==> src/rtl/led_fade.sv <==
// Multi-channel LED fader: per-channel saturating up/down brightness counters driving an 8-bit PWM.
// Define LED_FADE_GAMMA_EN to square the level before the PWM compare (perceptual gamma).
module led_fade #(
  parameter int unsigned NLED     = 12,
  parameter int unsigned PRESCALE = 62500,
  parameter int unsigned STEP     = 1
) (
  input  logic            clkin,
  input  logic            resetn,
  input  logic            enable,
  input  logic [NLED-1:0] led_in,
  output logic [NLED-1:0] led_out,
  output logic            busy
);

  localparam int unsigned PW = (PRESCALE > 1) ? $clog2(PRESCALE) : 1;
  localparam logic [PW-1:0] PrescMax = PW'(PRESCALE - 1);
  localparam logic [8:0] Step9 = 9'(STEP);

  logic [7:0]      r_pwm_cnt;
  logic [PW-1:0]   r_presc;
  logic [7:0]      r_level [NLED];
  logic [8:0]      w_up    [NLED];
  logic [8:0]      w_dn    [NLED];
  logic [7:0]      w_next  [NLED];
  logic [7:0]      w_eff   [NLED];
`ifdef LED_FADE_GAMMA_EN
  logic [15:0]     w_sq    [NLED];
`endif
  logic [NLED-1:0] w_led_d;
  logic [NLED-1:0] w_diff;
  logic            w_tick;

  assign w_tick = enable && (r_presc == PrescMax);

  always_comb begin
    for (int i = 0; i < NLED; i++) begin
      // 9-bit sums: bit 8 flags overflow above 255 or borrow below 0
      w_up[i]   = {1'b0, r_level[i]} + Step9;
      w_dn[i]   = {1'b0, r_level[i]} - Step9;
      if (led_in[i]) w_next[i] = w_up[i][8] ? 8'hFF : w_up[i][7:0];
      else           w_next[i] = w_dn[i][8] ? 8'h00 : w_dn[i][7:0];
      w_diff[i] = r_level[i] != (led_in[i] ? 8'hFF : 8'h00);
`ifdef LED_FADE_GAMMA_EN
      w_sq[i]   = 16'(r_level[i]) * 16'(r_level[i]);
      w_eff[i]  = (r_level[i] == 8'hFF) ? 8'hFF : w_sq[i][15:8];
`else
      w_eff[i]  = r_level[i];
`endif
      w_led_d[i] = enable && ((w_eff[i] == 8'hFF) || (r_pwm_cnt < w_eff[i]));
    end
  end

  always_ff @(posedge clkin or negedge resetn) begin
    if (!resetn) begin
      r_pwm_cnt <= 8'h00;
      r_presc   <= '0;
      for (int i = 0; i < NLED; i++) r_level[i] <= 8'h00;
      led_out   <= '0;
      busy      <= 1'b0;
    end else begin
      r_pwm_cnt <= r_pwm_cnt + 8'h01;
      if (enable) r_presc <= w_tick ? '0 : r_presc + 1'b1;
      if (w_tick) begin
        for (int i = 0; i < NLED; i++) r_level[i] <= w_next[i];
      end
      led_out <= w_led_d;
      busy    <= |w_diff;
    end
  end

endmodule

==> config.mk <==
export PLATFORM = sky130hd
export DESIGN_NAME = led_fade
export DESIGN_NICKNAME = d
export VERILOG_FILES = /design/src/rtl/led_fade.sv
export SDC_FILE = /design/constraint.sdc
export NUM_CORES = 1
export LEC_CHECK = 0
export ABC_AREA = 1
export CORE_AREA = 2 2 154 156
export CTS_BUF_LIST = sky130_fd_sc_hd__clkbuf_4 sky130_fd_sc_hd__clkbuf_8
export CTS_CLUSTER_DIAMETER = 30
export DETAILED_ROUTE_END_ITERATION = 16
export DIE_AREA = 0 0 156 158
export MAX_ROUTING_LAYER = met4
export PLACE_DENSITY_LB_ADDON = 0.3
export SLEW_MARGIN = 25
export SYNTH_ARGS = -nofsm -noshare
export SYNTH_HDL_FRONTEND = slang
export SYNTH_SLANG_ARGS = --single-unit
==> constraint.sdc <==
create_clock -name clkin -period 3.4 [get_ports clkin]
set_input_delay 0.68 -clock clkin [delete_from_list [all_inputs] [get_ports clkin]]
set_output_delay 0.68 -clock clkin [all_outputs]
set_load 0.05 [all_outputs]
## Word level (Yosys, flattened, before mapping)

Index checks and enable logic that the tools add are counted.

- Add/subtract/negate cells: 26
- Order comparisons: 12
- Equality and inequality tests: 25
- Multiplexer cells: 49
- Reductions and logical operators: 26

Operators by type and width:

| kind | number |
|---|---|
| $mux 8 | 48 |
| $add 8x1->9 const B | 12 |
| $sub 8x1->9 const B | 12 |
| $eq 8x8->1 const B | 12 |
| $lt 8x8->1 | 12 |
| $ne 8x8->1 | 12 |
| $add 16x1->16 const B | 1 |
| $eq 16x16->1 const B | 1 |
| $mux 16 | 1 |
| $logic_and 1x1->1 | 13 |
| $logic_or 1x1->1 | 12 |
| $reduce_or 12->1 | 1 |
| $add 8x1->8 const B | 1 |

- Register bits after elaboration: 133
- Input bits: 15
- Output and inout port bits: 13
- Logic and storage cells: 154

## Depth between registers and ports, before layout

Gate-level depths: netlist of run 1.

- Depth in word-level cells: 3
- Mapped depth: 11
- Depth with buffers taken out: 10

## Worst setup path after synthesis of run 1

No wires, ideal clock.

- Path type: input -> register
- Start point: input led_in[7]
- End point: register busy
- Setup time: 125 ps
- Data arrival time: 1511 ps
- Data required time: 3275 ps
- Path slack: 1764 ps
- Cell stages on the path: 10
- Path buffers: 1
- Cell sequence: buf_4 > clkinv_1 > nand2_1 > nand2_1 > nor2_1 > nand2_1 > nor2_1 > nand2_1 > nor2_1 > nand3_1

- Word-level cells in the longest chain between the ends: 3

RTL lines:

| what | line | text |
|---|---|---|
| start, declared | 11 | `input logic [NLED-1:0] led_in,` |
| $mux 8 | 43 | `w_diff[i] = r_level[i] != (led_in[i] ? 8'hFF : 8'h00);` |
| $ne 8x8->1 | 43 |  |
| $reduce_or 12->1 | 68 | `busy <= \|w_diff;` |
| end signal, assigned | 68 |  |
| end, declared | 13 | `output logic busy` |

Every way passes these cells.
A chain may end at the register's enable or synchronous reset.

## Worst setup path after layout of run 1

- Start point: register busy
- End point: output busy

No word-level cell between the ends.

==> results of run 1 <==
-- flip-flops by register name, indices dropped and copies added, names as in the netlist --
register	count
r_level	96
r_presc	16
led_out	12
r_pwm_cnt	8
busy	1
-- final cells by class --
type                    count  area, sq um  share of cell area (%)
clock buffers              18          241                    1.80
well taps                 290          363                    2.70
inverters                 212          803                    5.98
repair buffers             36          389                    2.90
clock inverters            12          179                    1.33
flip-flops and latches    133         3330                    24.8
multi-input cells        1627         8120                    60.5
-- kinds of logic (layout without fill, tap and decap cells) --
kind of cell	Yosys count	count (layout)
and+or+nand+nor	1207	1207
buffers and inverters	270	278
xor gates and xnor gates	42	42
AOI/OAI and AO/OA	268	268
adders and majority gates	110	110
DFF	133	133
-- Yosys cell counts (16+ instances only) --
library cell	n	area share [%]
ha_1	110	11
buf_4	16	0.95
a21oi_1	107	4.2
inv_1	201	6.0
dfrtp_1	133	26
nand3_1	176	7.0
nand4_1	30	1.5
nor2_1	226	6.7
o21ai_0	125	5.0
xor2_1	30	2.1
buf_2	23	0.91
nand2_1	734	22
-- cell usage in the layout (no fill, tap or decap), types with 3 or more instances in the layout --
master             n
nand2_1          734
nor2_1           226
inv_1            201
nand3_1          176
dfrtp_1          133
o21ai_0          125
ha_1             110
a21oi_1          107
xor2_1            30
nand4_1           30
clkdlybuf4s50_1   26
clkbuf_8          17
nor3_1            13
xnor2_1           12
o21a_1            12
nor2_2            12
o21ai_1           10
inv_2              8
buf_4              5
nand3_2            4
o211ai_1           4
bufinv_16          4
buf_12             4
inv_6              3
a21oi_2            3
clkinvlp_4         3
-- power by group through the flow --
stage          Combinational (W)  Clock [W]  Sequential (W)
3_3_place_gp            0.000266          0         0.00170
5_1_grt                 0.000313    0.00160         0.00168
4_1_cts                 0.000274    0.00154         0.00167
3_5_place_dp            0.000271          0         0.00170
6_report                0.000274    0.00150         0.00167
2_1_floorplan           0.000167          0         0.00169
-- how the worst max path moves through the flow --
| stage | startpoint | to | slack [ns] | cells past startpoint |
|---|---|---|---|---|
| 4_1_cts | busy$_DFF_PN0_ | busy | 0.96 | 1 |
| 3_3_place_gp | enable | r_level[58]$_DFFE_PN0P_ | 0.77 | 6 |
| 2_1_floorplan | led_in[7] | busy$_DFF_PN0_ | 1.76 | 10 |
| 5_1_grt | busy$_DFF_PN0_ | busy | 0.96 | 1 |
| 3_5_place_dp | enable | r_level[33]$_DFFE_PN0P_ | 0.71 | 8 |
| 6_report | busy$_DFF_PN0_ | busy | 0.98 | 1 |
-- per-stage QoR --
stage | std cells | area (sq um)
finish | 2328 | 13400
global route | 2328 | 13400
CTS | 2328 | 13400
detailed placement | 2298 | 13000
global placement | 2298 | 13000
floorplan | 2030 | 12600
-- layer usage --
| metal | wire length [um] | vias up |
|---|---|---|
| li1 | - | 6511 |
| met5 | 0 | - |
| met4 | 867 | 0 |
| met3 | 1770 | 57 |
| met1 | 15700 | 5972 |
| met2 | 15600 | 386 |
==> results.md, run 1 <==
* GP Congestion at 0.928
* Post-synthesis adder-cell area fraction at 10.9%
* Starting density of the core at 54.7%
* Rows at 56
* Diodes inserted at 0
* Reg2Reg Capture Point: led_out[8]$_DFF_PN0_
* Global Route met2 Usage at 47.3%
* P&R area growth vs syn at 6.48%
* Pint at 0.00251 W
* VDD IR max at 0.251 mV
* Cell area after synthesis at 0.0126 sq mm
* Hold Vio Cnt, Final at 0
* Total nets after synthesis at around 2200
* Post-Synth Simple-Gate Area at between 30% and 40%
* Root Buffer: clkbuf_8
* DIE AREA at 0.0246 sq mm
* Largest family of logic cells by synthesized area: simple AND/OR/NAND/NOR gates
* IO Pins at 28
* Met3 Resource Use GR at under 10%
* Slowest CP cell: clkdlybuf4s50_1
* Slew Limit Headroom at 28.7%
* Setup CP Type: reg -> out
* PwrDens at roughly 260 mW/mm^2
* Switching Share at 27.3%
* DR iter-0 viols at 1157
* Asr flop ratio synth at 100%
* Vias in the first global route at 11700
* Fmax at 413 MHz
* Combinational Power Share at 7.9%
* Min cycle time layout at 2.42 ns
* Clk buf depth at 2
* Least-Margin Pin Slew at about 1.1 ns
* Total gr overflow at 0
* Max Fanout on Critical Path at 1
* Port Buffers at 27
* Drt wl/cell at about 15 um
* Drt total wl at 34.0 mm
* RR Startpoint: r_pwm_cnt[7]$_DFF_PN0_
* Seq/Total Area, Yosys at 26.4%
* Crit end category: primary output
* Clock slew at reported path FFs at 0.09 ns
* Global-route layer with the greatest usage: met2
* NumNets Final at approximately 2200
* Crit path buf inv count at 1
* Hold buffers post-CTS at 0
* Vias per std cell at about 5.6
* Number of max-slew violations in the final report at 0
* Clock buffer count from CTS at 17
* Worst-skew pair later-pin latency at ~0.46 ns
* Clk pwr share at 43.6%
* Die Height at approximately 160 um
* Die X at 156 um
* Final setup vio count at 0
* Via Count at 12900
* Total of max-cap violations at 0
* DR DRC count at 0
* TritonRoute pass-1 iters at 6
* Mux cell area share after synthesis at 0%
* Worst min path class: in -> async
* RSZ-0062 raised after global routing: no
* HPWL after detailed placement at ~24 mm
* Status: completed
* Post-CTS setup buffer count at 0
* Met1 Usage GRT at 37.5%
* GRT Overall Usage at 28.9%
* First-pass GRT wire length at 56.5 mm
* Sink Count at roughly 130
* Setup slack, reg-to-reg at 1.37 ns
* Share of cells above drive strength 1 at 3.88%
* Mean Syn Cell Area at 6.21 sq um
* Crit path DAT at around 1.7 ns
* Pwr Total at 0.00345 W
* EDFF count, synth at 0
* Sequential Power Share at 48.4%
* Ys flop type: dfrtp_1
* Setup Skew at around 0.016 ns
* Final setup margin at 0.977 ns
* Xor-xnor portion of the synthesized cell area at 2.92%
* Lkg Pwr at ~7.1 nW
* TNS Setup at 0 ns
* Core Area at 0.0231 sq mm
* Compound-Gate Fraction of Synth Area at 11.2%
* Post-route ant nets at 0
* Switch Pwr at 0.000943 W
* Mapped Cells at 2030
* Post-CTS Resized at 0
* Worst path cell trace: clkdlybuf4s50_1
* CTS tree: done
* DP Worst Slack at 0.706 ns
* Distinct cell type count after synthesis at 43
* Hold slack at 0.257 ns
* Top delay family on crit path: buffers and inverters
* Worst setup SP type: register
* Yosys reg bits at between 100 and 150
* Layout Utilization at about three fifths
* R2R cell count at 5
* CP max stage delay at 0.84 ns
* Final-layout fill cell count at 2230
* CTS H-tree lvls at 4
* Tcrit/Tclk final at between 70% and 80%
* Largest net degree at the start of global routing at 83
* Required @ worst endpoint at 2.72 ns
* Initial antenna violation count at 0
* Synthesis Warnings at 0
(Power assumes the default switching activity.)
==> run 2: changes to the inputs <==
- clock period: 3.4 -> 2.1 ns (I/O delays scaled with it)
==> run 2 against run 1 <==
  * Final cell count up 1.7%
  * Hold slack improved by 0.18 ns
  * Register-to-register slack worse by 1.1 ns
  * First-iteration DRC count fell by 13%
  * Die area unchanged
  * Sequential share of layout area shrank 0.51 points
  * Wire length down 1.3%
  * Clock skew up 0.0018 ns
==> results.md, run 2 (synthesized netlist as in run 1, its figures left out) <==
* RR Startpoint: r_presc[1]$_DFFE_PN0P_
* Root Buffer: clkbuf_8
* First-pass GRT wire length at 56.5 mm
* Slew Limit Headroom at 65.9%
* Worst path cell trace: clkdlybuf4s50_1
* Sequential Power Share at 50.7%
* CP max stage delay at 0.80 ns
* DR iter-0 viols at 1004
* Die X at roughly 160 um
* Switching Share at roughly 29%
* CTS H-tree lvls at 4
* Top delay family on crit path: buffers and inverters
* Number of max-slew violations in the final report at 0
* Core Area at approximately 0.023 sq mm
* Worst setup SP type: register
* Leading cell types in the layout, fill and taps excluded: nand2_1 (734), nor2_1 (226), inv_1 (201)
* HPWL after detailed placement at 24.9 mm
* Largest net degree at the start of global routing at 48
* VDD IR max at around 0.38 mV
* Final setup margin at 0.0637 ns
* Combinational Power Share at 8.7%
* Hold Vio Cnt, Final at 0
* DP Worst Slack at roughly 0.12 ns
* Vias in the first global route at 11700
* Crit path DAT at 1.62 ns
* DIE AREA at 0.0246 sq mm
* NumNets Final at 2190
* Drt total wl at 33.5 mm
* Critical path origin: led_out[5]$_DFF_PN0_
* DR DRC count at 0
* PwrDens at 389 mW/mm^2
* Starting density of the core at roughly 55%
* Clock slew at reported path FFs at approximately 0.09 ns
* GRT Overall Usage at 29.0%
* Vias per std cell at 5.47
* Post-route ant nets at 0
* Max Fanout on Critical Path at 1
* P&R area growth vs syn at 8.73%
* Final setup vio count at 0
* Via Count at 12900
* Total gr overflow at 0
* RSZ-0062 raised after global routing: no
* Diodes inserted at 0
* Top flop regs: r_level x96, r_presc x16, led_out x12
* Share of cells above drive strength 1 at 5.68%
* Switch Pwr at 0.00153 W
* Rows at 56
* Fmax at 491 MHz
* Reg with most FFs: r_level
* Reg2Reg Capture Point: r_level[67]$_DFFE_PN0P_
* Clock buffer count from CTS at 17
* Crit path buf inv count at 1
* Setup slack, reg-to-reg at ~0.26 ns
* IO Pins at 28
* Largest register FFs at 96
* CP Capture Point: led_out[5]
* TNS Setup at 0 ns
* Pint at approximately 0.0038 W
* Lkg Pwr at 7.25 nW
* Setup CP Type: reg -> out
* GP Congestion at 0.951
* Clk buf depth at 2
* Pwr Total at 0.00533 W
* Least-Margin Pin Slew at 0.511 ns
* Worst min path class: in -> async
* Die Height at 158 um
* CTS tree: done
* Tcrit/Tclk final at 97.0%
* Sink Count at 133
* R2R cell count at 8
* CP Depth at 1
* Min cycle time layout at 2.04 ns
* Setup Skew at 0.0180 ns
* Commonest non-fill, non-tap cell in the layout: nand2_1
* Required @ worst endpoint at ~1.7 ns
* Port Buffers at 27
* Crit end category: primary output
* Total of max-cap violations at 0
* Layout Utilization at 59.5%
* Clk pwr share at 40.6%
* Status: completed
* TritonRoute pass-1 iters at 5
* Initial antenna violation count at 0
* Worst-skew pair later-pin latency at 0.47 ns
* Slowest CP cell: clkdlybuf4s50_1
* Drt wl/cell at 14.2 um
[run 2: cell types whose count changed in the layout (fill, tap and decap cells not counted), moves of 2 or more]
cell,before,now
bufinv_16,4,1
clkdlybuf4s50_1,26,24
clkinv_2,2,5
clkbuf_8,17,20
buf_12,4,7
buf_4,5,39
[run 2: cell type report]
type	instances	area [sq um]
tap	290	363
clock buffer	20	275
fill	2207	9340
inverter	212	803
sequential	133	3330
timing repair buffer	74	716
clock inverter	12	103
multi-input combinational	1627	8120
[run 2: stage by stage]
stage | cells | instance area [sq um] | hold WS [ns]
global route | 2368 | 13700 | 0.452
detailed placement | 2335 | 13300 | 0.383
finish | 2368 | 13700 | 0.439
floorplan | 2030 | 12600 | 0.124
CTS | 2368 | 13700 | 0.439
global placement | 2335 | 13300 | 0.385
[run 2: worst min path at each step]
stage                     slack, ns  depth (start not counted)                       to   start
after floorplan                0.12                          0           busy$_DFF_PN0_  resetn
after global placement         0.38                          1  r_level[20]$_DFFE_PN0P_  resetn
after detailed placement       0.38                          1  r_level[20]$_DFFE_PN0P_  resetn
after CTS                      0.44                          2  r_level[18]$_DFFE_PN0P_  resetn
after global routing           0.45                          2  r_level[29]$_DFFE_PN0P_  resetn
final                          0.44                          2  r_level[19]$_DFFE_PN0P_  resetn
[run 2: routing by layer]
metal	global-route usage [%]	up-vias	wire, um
met4	8.04	0	641
met2	47.6	391	15800
met5	-	-	0
li1	-	6603	-
met3	4.13	44	1510
met1	37.8	5911	15600
[run 2: power groups by stage]
| stage | combinational [W] | sequential [W] | clock, W |
|---|---|---|---|
| after CTS | 0.000465 | 0.00270 | 0.00223 |
| after global routing | 0.000536 | 0.00272 | 0.00233 |
| after detailed placement | 0.000463 | 0.00275 | 0 |
| after global placement | 0.000450 | 0.00275 | 0 |
| after floorplan | 0.000270 | 0.00273 | 0 |
| final | 0.000464 | 0.00270 | 0.00217 |
[run 2: worst register-to-register path, delay by kind of cell, from the launching register on]
kind	cells	cell delay (ns)
buffers and inverters	2	0.49
AO/OA/AOI/OAI	1	0.08
adder cells (fa/ha/maj)	1	0.31
AND/OR/NAND/NOR	4	0.47
flip-flops	1	0.40
[run 2: timing repair]
| item | 4_1_cts | 5_1_grt |
|---|---|---|
| setup endpoints to repair | 1 | 1 |
| setup buffers | 0 | 0 |
| resized for setup | 1 | 1 |
| hold buffers | 1 | 0 |
| hold endpoints to repair | 38 | 0 |
==> run 3: changes to the inputs <==
- GPL_TIMING_DRIVEN: not set -> 0
==> run 3 against run 2 <==
  * Via count is 0.83% higher
  * Cell area is 0.44% lower
  * Clock skew is 0.0019 ns lower
  * Hold slack worse by 0.047 ns
  * Wire length is 3.6% higher
  * Combinational power is 6.3% lower
  * Final cell count is 0.38% higher
  * Core utilization is 0.26 points lower
  * Setup slack worse by 0.024 ns
  * Global-route usage is 0.90 points higher
  * Critical path depth stayed put
==> results.md, run 3 (synthesized netlist as in run 1, its figures left out) <==
* Top flop regs: r_level x96, r_presc x16, led_out x12
* Required @ worst endpoint at roughly 1.7 ns
* Clk buf depth at 2
* DIE AREA at approximately 0.025 sq mm
* CP max stage delay at 0.80 ns
* R2R cell count at 5
* Multi-input gate area at approximately 0.0081 sq mm
* Share of cells above drive strength 1 at about 6.0%
* Commonest non-fill, non-tap cell in the layout: nand2_1
* Sequential Area at 0.00333 sq mm
* Reg with most FFs: r_level
* Drt total wl at ~35 mm
* Layout Utilization at 59.2%
* Final-layout fill cell count at 2267
* Combinational Power Share at 8.0%
* Top delay family on crit path: buffers and inverters
* WHS Endpoint: r_level[51]$_DFFE_PN0P_
* Starting density of the core at 54.7%
* Sink Count at between 100 and 150
* Hold slack at 0.392 ns
* Setup CP Type: reg -> out
* Setup slack, reg-to-reg at 0.08 ns
* Switch Pwr at 0.00162 W
* CTS tree: done
* Setup Skew at 0.0161 ns
* Crit path buf inv count at 1
* Leading cell types in the layout, fill and taps excluded: nand2_1 (734), nor2_1 (226), inv_1 (201)
* Die Height at about 160 um
* Worst setup SP type: register
* Fin cells at 2377
* GP Congestion at 0.952
* TritonRoute pass-1 iters at 8
* Number of max-slew violations in the final report at 0
* DP Worst Slack at -0.332 ns
* P&R area growth vs syn at 8.25%
* HPWL after detailed placement at 24.8 mm
* DR iter-0 viols at 1108
* Crit path DAT at 1.64 ns
* Hold Vio Cnt, Final at 0
* Initial antenna violation count at 0
* IO Pins at 28
* Worst hold start: led_in[5]
* Sequential Power Share at 49.5%
* Max Fanout on Critical Path at 1
* CTS H-tree lvls at 4
* Fmax at 485 MHz
* Slowest CP cell: clkdlybuf4s50_1
* Switching Share at about 30%
* Post-route ant nets at 0
* Die X at 156 um
* Root Buffer: clkbuf_8
* Vias in the first global route at 11900
* RSZ-0062 raised after global routing: no
* Drt wl/cell at 14.6 um
* Core Area at approximately 0.023 sq mm
* Reg2Reg Capture Point: led_out[8]$_DFF_PN0_
* Largest register FFs at 96
* Worst-skew pair later-pin latency at 0.47 ns
* Least-Margin Pin Slew at 0.991 ns
* Worst min path class: in -> reg
* Vias per std cell at 5.49
* RR Startpoint: r_pwm_cnt[6]$_DFF_PN0_
* Post-CTS setup buffer count at 0
* Slew Limit Headroom at 33.9%
* Final setup vio count at 0
* Final setup margin at 0.0400 ns
* Largest net degree at the start of global routing at 77
* GRT Overall Usage at 29.9%
* Diodes inserted at 0
* Status: completed
* NumNets Final at approximately 2200
* Hold Path Depth at 3
* Total gr overflow at 0
* Worst path cell trace: clkdlybuf4s50_1
* Placed cells at 2344
* Lkg Pwr at 7.25 nW
* First-pass GRT wire length at just under 60 mm
* Clock buffer count from CTS at 17
* Clock slew at reported path FFs at 0.09 ns
* Total of max-cap violations at 0
* Via Count at 13100
* Port Buffers at 23
* DR DRC count at 0
* Crit end category: primary output
* Tcrit/Tclk final at 98.1%
* Min cycle time layout at between 2 and 2.5 ns
* Pint at 0.00384 W
* Rows at 56
* VDD IR max at 0.509 mV
* PwrDens at 400 mW/mm^2
* Clk pwr share at 42.6%
run 3: cell types whose count changed in the layout (fill, tap and decap cells not counted), sizes merged, moves of 2 or more:
| cell | previous run | this run |
|---|---|---|
| clkdlybuf4s50 | 24 | 22 |
| inv | 213 | 218 |
| clkinv | 6 | 4 |
| buf | 47 | 49 |
| clkbuf | 20 | 28 |
run 3: final cells by class:
cell class	count	share of cell area, %
buffer	58	2.60
clock buffer	17	1.71
clock inverter	15	1.22
inverter	212	5.88
multi-input combinational	1627	59.5
sequential	133	24.4
tap	290	2.66
timing repair buffer	25	2.00
run 3: worst max-delay path by stage:
stage	start	endpoint	cells past startpoint	slack (ns)
after floorplan	r_level[8]$_DFFE_PN0P_	r_level[12]$_DFFE_PN0P_	10	0.62
after global placement	resetn	r_level[90]$_DFFE_PN0P_	1	-5.11
after detailed placement	enable	led_out[8]$_DFF_PN0_	5	-0.33
after CTS	led_out[0]$_DFF_PN0_	led_out[0]	1	0.02
after global routing	led_out[0]$_DFF_PN0_	led_out[0]	1	0.01
final	led_out[11]$_DFF_PN0_	led_out[11]	1	0.04
run 3: power groups by stage:
stage                     clock (W)  combinational, W  sequential (W)
after floorplan                   0          0.000270         0.00273
after global placement            0          0.000417         0.00275
after detailed placement          0          0.000435         0.00275
after CTS                   0.00236          0.000438         0.00270
after global routing        0.00247          0.000496         0.00271
final                       0.00232          0.000435         0.00270
run 3: timing repair:
item | CTS | global route
resized for setup | 0 | 4
endpoints found under the setup margin | 0 | 3
endpoints found under the hold margin | 57 | 0
hold buffers | 1 | 0
run 3: worst reg2reg max path: cells and delay by family, from the launching register on:
family,cells,cell delay (ns)
flops,1,1.01
fa+ha+maj,1,0.38
compound gates,2,0.37
simple gates,2,0.15
run 3: layer usage:
layer	share of wire, %	vias up	track usage (%)	wire length, um
li1	-	6610	-	-
met1	45	5978	39.7	15800
met2	46	414	48.3	16100
met3	6.1	54	4.05	2110
met4	2.2	0	8.30	748
met5	0	-	-	0
run 3: metrics by stage:
stage,instance area [sq um],total power (W),setup TNS (ns)
after floorplan,12600,0.00300,0
after global placement,13200,0.00316,-681.68
after detailed placement,13200,0.00318,-3.46
after CTS,13600,0.00550,0
after global routing,13700,0.00568,0
final,13700,0.00546,0
